### src/rtl/fxp_divider_if.sv
// Operand/result bundle for the sequential fixed-point divider.
// master drives the request side; slave is the divider.
interface fxp_divider_if #(
    parameter int W  = 12,
    parameter int QW = 16
);
    logic          start;
    logic [W-1:0]  a;
    logic [W-1:0]  b;
    logic          busy;
    logic          done;
    logic [QW-1:0] q;
    logic          ovf;
    logic          dbz;

    modport master (
        output start, a, b,
        input  busy, done, q, ovf, dbz
    );

    modport slave (
        input  start, a, b,
        output busy, done, q, ovf, dbz
    );
endinterface

### src/rtl/fxp_divider.sv
// Signed fixed-point divider q = (a <<< FRAC) / b, restoring shift-subtract, one quotient bit per clock.
// Latency: done pulses W+FRAC+1 edges after the accepting edge, for every operand pair including b=0.
// Backpressure: none; start is sampled only in IDLE and requests arriving while busy are dropped.
module fxp_divider #(
    parameter int W    = 12,
    parameter int FRAC = 8,
    parameter int QW   = 16
) (
    input  logic          clk,
    input  logic          rst_n,
    fxp_divider_if.slave  dif
);
    localparam int DW = W + FRAC;
    localparam int MW = W + 1;
    localparam int CW = $clog2(DW);

    localparam logic [DW-1:0] POS_LIM = DW'((1 << (QW - 1)) - 1);
    localparam logic [DW-1:0] NEG_LIM = DW'(1 << (QW - 1));
    localparam logic [QW-1:0] Q_MAX   = {1'b0, {(QW - 1){1'b1}}};
    localparam logic [QW-1:0] Q_MIN   = {1'b1, {(QW - 1){1'b0}}};

    typedef enum logic [1:0] {
        IDLE = 2'd0,
        CALC = 2'd1,
        FIX  = 2'd2
    } state_t;

    state_t         state_q, state_d;
    logic [CW-1:0]  cnt_q,   cnt_d;
    logic [DW-1:0]  dvd_q,   dvd_d;
    logic [MW-1:0]  rem_q,   rem_d;
    logic [MW-1:0]  div_q,   div_d;
    logic           sign_q,  sign_d;
    logic           aneg_q,  aneg_d;
    logic           bz_q,    bz_d;
    logic [QW-1:0]  q_q,     q_d;
    logic           ovf_q,   ovf_d;
    logic           dbz_q,   dbz_d;
    logic           done_q,  done_d;

    logic [MW-1:0]  a_ext, b_ext, a_mag, b_mag;
    logic [MW:0]    rem_sh, trial;
    logic           qbit;

    always_comb begin
        state_d = state_q;
        cnt_d   = cnt_q;
        dvd_d   = dvd_q;
        rem_d   = rem_q;
        div_d   = div_q;
        sign_d  = sign_q;
        aneg_d  = aneg_q;
        bz_d    = bz_q;
        q_d     = q_q;
        ovf_d   = ovf_q;
        dbz_d   = dbz_q;
        done_d  = 1'b0;

        // One extra magnitude bit so |-2^(W-1)| is representable.
        a_ext = {dif.a[W-1], dif.a};
        b_ext = {dif.b[W-1], dif.b};
        a_mag = a_ext[MW-1] ? (~a_ext + 1'b1) : a_ext;
        b_mag = b_ext[MW-1] ? (~b_ext + 1'b1) : b_ext;

        rem_sh = {rem_q, dvd_q[DW-1]};
        trial  = rem_sh - {1'b0, div_q};
        qbit   = ~trial[MW];

        unique case (state_q)
            IDLE: begin
                if (dif.start) begin
                    sign_d  = dif.a[W-1] ^ dif.b[W-1];
                    aneg_d  = dif.a[W-1];
                    bz_d    = (dif.b == '0);
                    dvd_d   = DW'({a_mag, {FRAC{1'b0}}});
                    div_d   = b_mag;
                    rem_d   = '0;
                    cnt_d   = '0;
                    state_d = CALC;
                end
            end
            CALC: begin
                // Quotient bits enter the low end as dividend bits leave the top.
                rem_d = MW'(qbit ? trial : rem_sh);
                dvd_d = {dvd_q[DW-2:0], qbit};
                cnt_d = cnt_q + 1'b1;
                if (cnt_q == CW'(DW - 1)) begin
                    state_d = FIX;
                end
            end
            FIX: begin
                done_d  = 1'b1;
                state_d = IDLE;
                if (bz_q) begin
                    dbz_d = 1'b1;
                    ovf_d = 1'b0;
                    q_d   = aneg_q ? Q_MIN : Q_MAX;
                end else if (!sign_q) begin
                    dbz_d = 1'b0;
                    if (dvd_q > POS_LIM) begin
                        ovf_d = 1'b1;
                        q_d   = Q_MAX;
                    end else begin
                        ovf_d = 1'b0;
                        q_d   = QW'(dvd_q);
                    end
                end else begin
                    // Negating a zero magnitude yields zero, so no -0 case exists.
                    dbz_d = 1'b0;
                    if (dvd_q > NEG_LIM) begin
                        ovf_d = 1'b1;
                        q_d   = Q_MIN;
                    end else begin
                        ovf_d = 1'b0;
                        q_d   = QW'(DW'(0) - dvd_q);
                    end
                end
            end
            default: begin
                state_d = IDLE;
            end
        endcase
    end

    always_ff @(posedge clk or negedge rst_n) begin
        if (!rst_n) begin
            state_q <= IDLE;
            cnt_q   <= '0;
            dvd_q   <= '0;
            rem_q   <= '0;
            div_q   <= '0;
            sign_q  <= 1'b0;
            aneg_q  <= 1'b0;
            bz_q    <= 1'b0;
            q_q     <= '0;
            ovf_q   <= 1'b0;
            dbz_q   <= 1'b0;
            done_q  <= 1'b0;
        end else begin
            state_q <= state_d;
            cnt_q   <= cnt_d;
            dvd_q   <= dvd_d;
            rem_q   <= rem_d;
            div_q   <= div_d;
            sign_q  <= sign_d;
            aneg_q  <= aneg_d;
            bz_q    <= bz_d;
            q_q     <= q_d;
            ovf_q   <= ovf_d;
            dbz_q   <= dbz_d;
            done_q  <= done_d;
        end
    end

    assign dif.busy = (state_q != IDLE);
    assign dif.done = done_q;
    assign dif.q    = q_q;
    assign dif.ovf  = ovf_q;
    assign dif.dbz  = dbz_q;
endmodule

### src/flat_wrapper.sv
// flat-port wrapper written by rule: the top's interface ports become plain ports
module fxp_divider_flat 
#(
    parameter int W    = 12,
    parameter int FRAC = 8,
    parameter int QW   = 16
)
  (clk, rst_n, dif_start, dif_a, dif_b, dif_busy, dif_done, dif_q, dif_ovf, dif_dbz);
  fxp_divider_if #(.W(W), .QW(QW)) dif_i ();
  input  logic clk;
  input  logic rst_n;
  input wire logic [$bits(dif_i.start)-1:0] dif_start;
  input wire logic [$bits(dif_i.a)-1:0] dif_a;
  input wire logic [$bits(dif_i.b)-1:0] dif_b;
  output wire logic [$bits(dif_i.busy)-1:0] dif_busy;
  output wire logic [$bits(dif_i.done)-1:0] dif_done;
  output wire logic [$bits(dif_i.q)-1:0] dif_q;
  output wire logic [$bits(dif_i.ovf)-1:0] dif_ovf;
  output wire logic [$bits(dif_i.dbz)-1:0] dif_dbz;
  assign dif_i.start = dif_start;
  assign dif_i.a = dif_a;
  assign dif_i.b = dif_b;
  assign dif_busy = dif_i.busy;
  assign dif_done = dif_i.done;
  assign dif_q = dif_i.q;
  assign dif_ovf = dif_i.ovf;
  assign dif_dbz = dif_i.dbz;
  fxp_divider #(.W(W), .FRAC(FRAC), .QW(QW)) u_core (.clk(clk), .rst_n(rst_n), .dif(dif_i));
endmodule
### config.mk
export PLATFORM = sky130hd
export DESIGN_NAME = fxp_divider_flat
export DESIGN_NICKNAME = d
export VERILOG_FILES = /design/src/rtl/fxp_divider_if.sv /design/src/rtl/fxp_divider.sv /design/src/flat_wrapper.sv
export SDC_FILE = /design/constraint.sdc
export NUM_CORES = 1
export LEC_CHECK = 0
export ABC_AREA = 1
export CORE_AREA = 2 2 97 99
export CTS_CLUSTER_DIAMETER = 200
export DETAILED_ROUTE_END_ITERATION = 16
export DIE_AREA = 0 0 99 101
export GPL_TIMING_DRIVEN = 0
export PLACE_DENSITY = 0.79
export SLEW_MARGIN = 30
export SYNTH_ARGS = -nofsm -noshare
export SYNTH_HDL_FRONTEND = slang
export SYNTH_SLANG_ARGS = --single-unit
export TNS_END_PERCENT = 50
### constraint.sdc
create_clock -name clk -period 2.6 [get_ports clk]
set_clock_uncertainty 0.15 [all_clocks]
set_input_delay 0.52 -clock clk [delete_from_list [all_inputs] [get_ports clk]]
set_output_delay 0.52 -clock clk [all_outputs]
set_load 0.02 [all_outputs]
==> out/results.txt <==
gr usage total - 0.272
drt total wl - 13100 µm
Worst path top cell family by delay - buffers and inverters
Sinks on Clock Net - 75
Ports - 47
worst-margin pin slew - 528 ps
Yosys Warn Count - 0
number of CTS-inserted buffers - 9
syn nets - 761
final core utilization - 0.671
post-route minimum period - 2260 ps
Max-slew headroom - 0.648
Worst path most repeated cell - nand3_1
vias per cell - 5.57
root buf cell - clkbuf_8
share of cells above drive strength 1 - 0.115
post-synth top area cell - dfrtp_1
drt drc - 0
largest net degree at the start of global routing - 53
CP max stage cell - clkdlybuf4s50_1
num rows - 35
min-delay worst type - flop to flop
Post-synth EDFFs - 0
CP Capture Type - flop
dominant synthesized flop cell - dfrtp_1
grt total ovfl - 0
CP Cell Sequence - clkdlybuf4s50_1 > inv_1 > ha_1 > inv_1 > nor3_1 > nand3_1 > o21ai_1 > nand3_1 > nand3_1 > o211ai_1
Initial Util - 0.578
synthesized flop and latch total - 75
worst-skew pair later-pin latency - 360 ps
unrepaired setup endpoints after global routing - no
first-pass GRT wire length - 21900 µm
Yosys top cell area share - 0.362
Port-buffer cells - 46
wire per inst - 14.7 µm
sequential area share after synthesis - 0.362
CP Data Arrival Time - 2350 ps
Worst setup SP type - input port
HPWL after DPL - 10400 µm
Peak VDD IR - 0.000834 V
Post-CTS Resized - 0
H-tree depth - 3
Post-DRT Antenna Nets - 0
die width - 99 µm
Core Footprint - 8980 µm²
Final Cycle Share - 0.868
detailed-router iteration count before antenna repair - 5
pre-CTS setup slack - -15.4 ps
DR iter-0 viols - 339
Pleak - 0.00291 µW
mapped cell area - 5190 µm²
Final Hold Fails - 0
Max Clock Freq - 0.443 GHz
ANT cells - 0
max incr delay on CP - 480 ps
clock-pin slew on the worst setup and hold paths - 80 ps
vias in the first global route - 4630
CTS tree - built
Power Density - 1350 nW/µm²
Pwr Total - 8130 µW
die height - 101 µm
most common cell after layout, fill and taps aside - nand2_1
setup violators final - 0
initial antenna violation count - 0
post-route cell area - 6020 µm²
commonest cells after routing, fill and taps aside - 196 x nand2_1, 89 x inv_1, 75 x nand3_1, 75 x dfrtp_1, 45 x clkdlybuf4s50_1
hold slack - 332 ps
Final nets - 820
synth unique cells - 43
Max Cap Violations - 0
synthesized netlist cell count - 716
routed via count - 4966
CP Class - input port to flop
outcome - completed
DP Area - 5810 µm²
ys async rst share - 1.00
RD Place Congestion - 0.929
Clock Path Buffers - 2
Die Area - 10000 µm²
Post-CTS Hold Buffers - 1
main area contributors after synthesis - dfrtp_1 36%, nand2_1 14%, nand3_1 7.2%, inv_1 6.4%, ha_1 4.1%
Max Fanout on Critical Path - 3
Post-CTS Setup Repair Bufs - 0
Slew Limit Fails - 0
Layout Area Growth over Synthesis - 16.1%
post-synthesis average cell area - 7.25 µm²
critical path required time - 2690 ps
Setup WS post-layout - 343 ps
CP bufs+invs - 3
[worst register-to-register path, cell delays in order, from the launching register on]
cell and delay, ps:
dfrtp_1 430, inv_1 150, ha_1 280, nand3_1 200, nor2_2 240, nand4_2 130
nand2_2 170, buf_6 160, nand3_1 70, nand2_1 80, nand2_1 50, nand2_1 60
[metrics by stage]
stage / std cells / setup TNS, ps
finish: 891 / 0
floorplan: 716 / 0
global placement: 873 / -122540
global route: 891 / 0
detailed placement: 874 / -15.4
CTS: 891 / 0
[cell usage after synthesis, types with 9 or more instances]
library cell  count
o22ai_1          11
clkbuf_1         11
nand3_2           9
ha_1             17
xor2_1           18
inv_1            89
o21ai_1          12
nand3_1          75
dfrtp_1          75
a21oi_1          21
nand2_2          20
nand2_1         196
nor2_1           40
o21ai_0          33
nand4_1          10
[cell families (layout without fill, tap and decap cells)]
family                     count (synthesis)  in the layout  share of synthesized area
buffers and inverters                    119            183                     0.0902
muxes                                      1              1                    0.00193
AOI/OAI and AO/OA                         96             96                      0.108
xor gates and xnor gates                  22             22                     0.0371
DFF                                       75             75                      0.362
adders and majority gates                 18             18                     0.0449
and+or+nand+nor                          385            385                      0.356
[state kept, by name, summed over array words and instances, names as in the netlist]
register         cells
u_core.aneg_q        1
u_core.bz_q          1
u_core.cnt_q         5
u_core.dif.dbz       1
u_core.dif.done      1
u_core.dif.ovf       1
u_core.dif.q        16
u_core.div_q        13
u_core.dvd_q        20
u_core.rem_q        13
u_core.sign_q        1
u_core.state_q       2
[path summary, 6_finish.rpt]
check / from / to / slack, ps / depth (start not counted)
max in group asynchronous: rst_n / u_core.div_q[7]$_DFFE_PN0P_ / 1300 / 3
hold reg to reg: u_core.dif.ovf$_DFFE_PN0P_ / u_core.dif.ovf$_DFFE_PN0P_ / 330 / 2
min in group asynchronous: rst_n / u_core.dif.q[5]$_DFFE_PN0P_ / 440 / 2
setup / recovery: dif_a[0] / u_core.dvd_q[18]$_DFFE_PN0P_ / 340 / 10
hold / removal: u_core.dif.ovf$_DFFE_PN0P_ / u_core.dif.ovf$_DFFE_PN0P_ / 330 / 2
setup reg to reg: u_core.dvd_q[0]$_DFFE_PN0P_ / u_core.dif.q[3]$_DFFE_PN0P_ / 370 / 11
[power by group]
group	internal [µW]	switching (µW)
combinational	1920	3180
sequential	1680	419
clock	454	464
total	4060	4070
[cell type report]
class | count | area (µm²)
clock inverter | 6 | 72.6
buffer | 21 | 100
fill | 764 | 2960
sequential | 75 | 1880
tap | 111 | 139
multi-input combinational | 522 | 2840
timing repair buffer | 48 | 495
inverter | 98 | 368
clock buffer | 10 | 128
[metal layers]
layer / wire [µm] / track usage / vias to the layer above
met5: 0 / 0 / -
met4: 265 / 0.0780 / 0
met3: 615 / 0.0402 / 22
met2: 6150 / 0.446 / 151
met1: 6030 / 0.377 / 2347
li1: - / - / 2446
No activity file was read; power rests on OpenSTA's default activity.
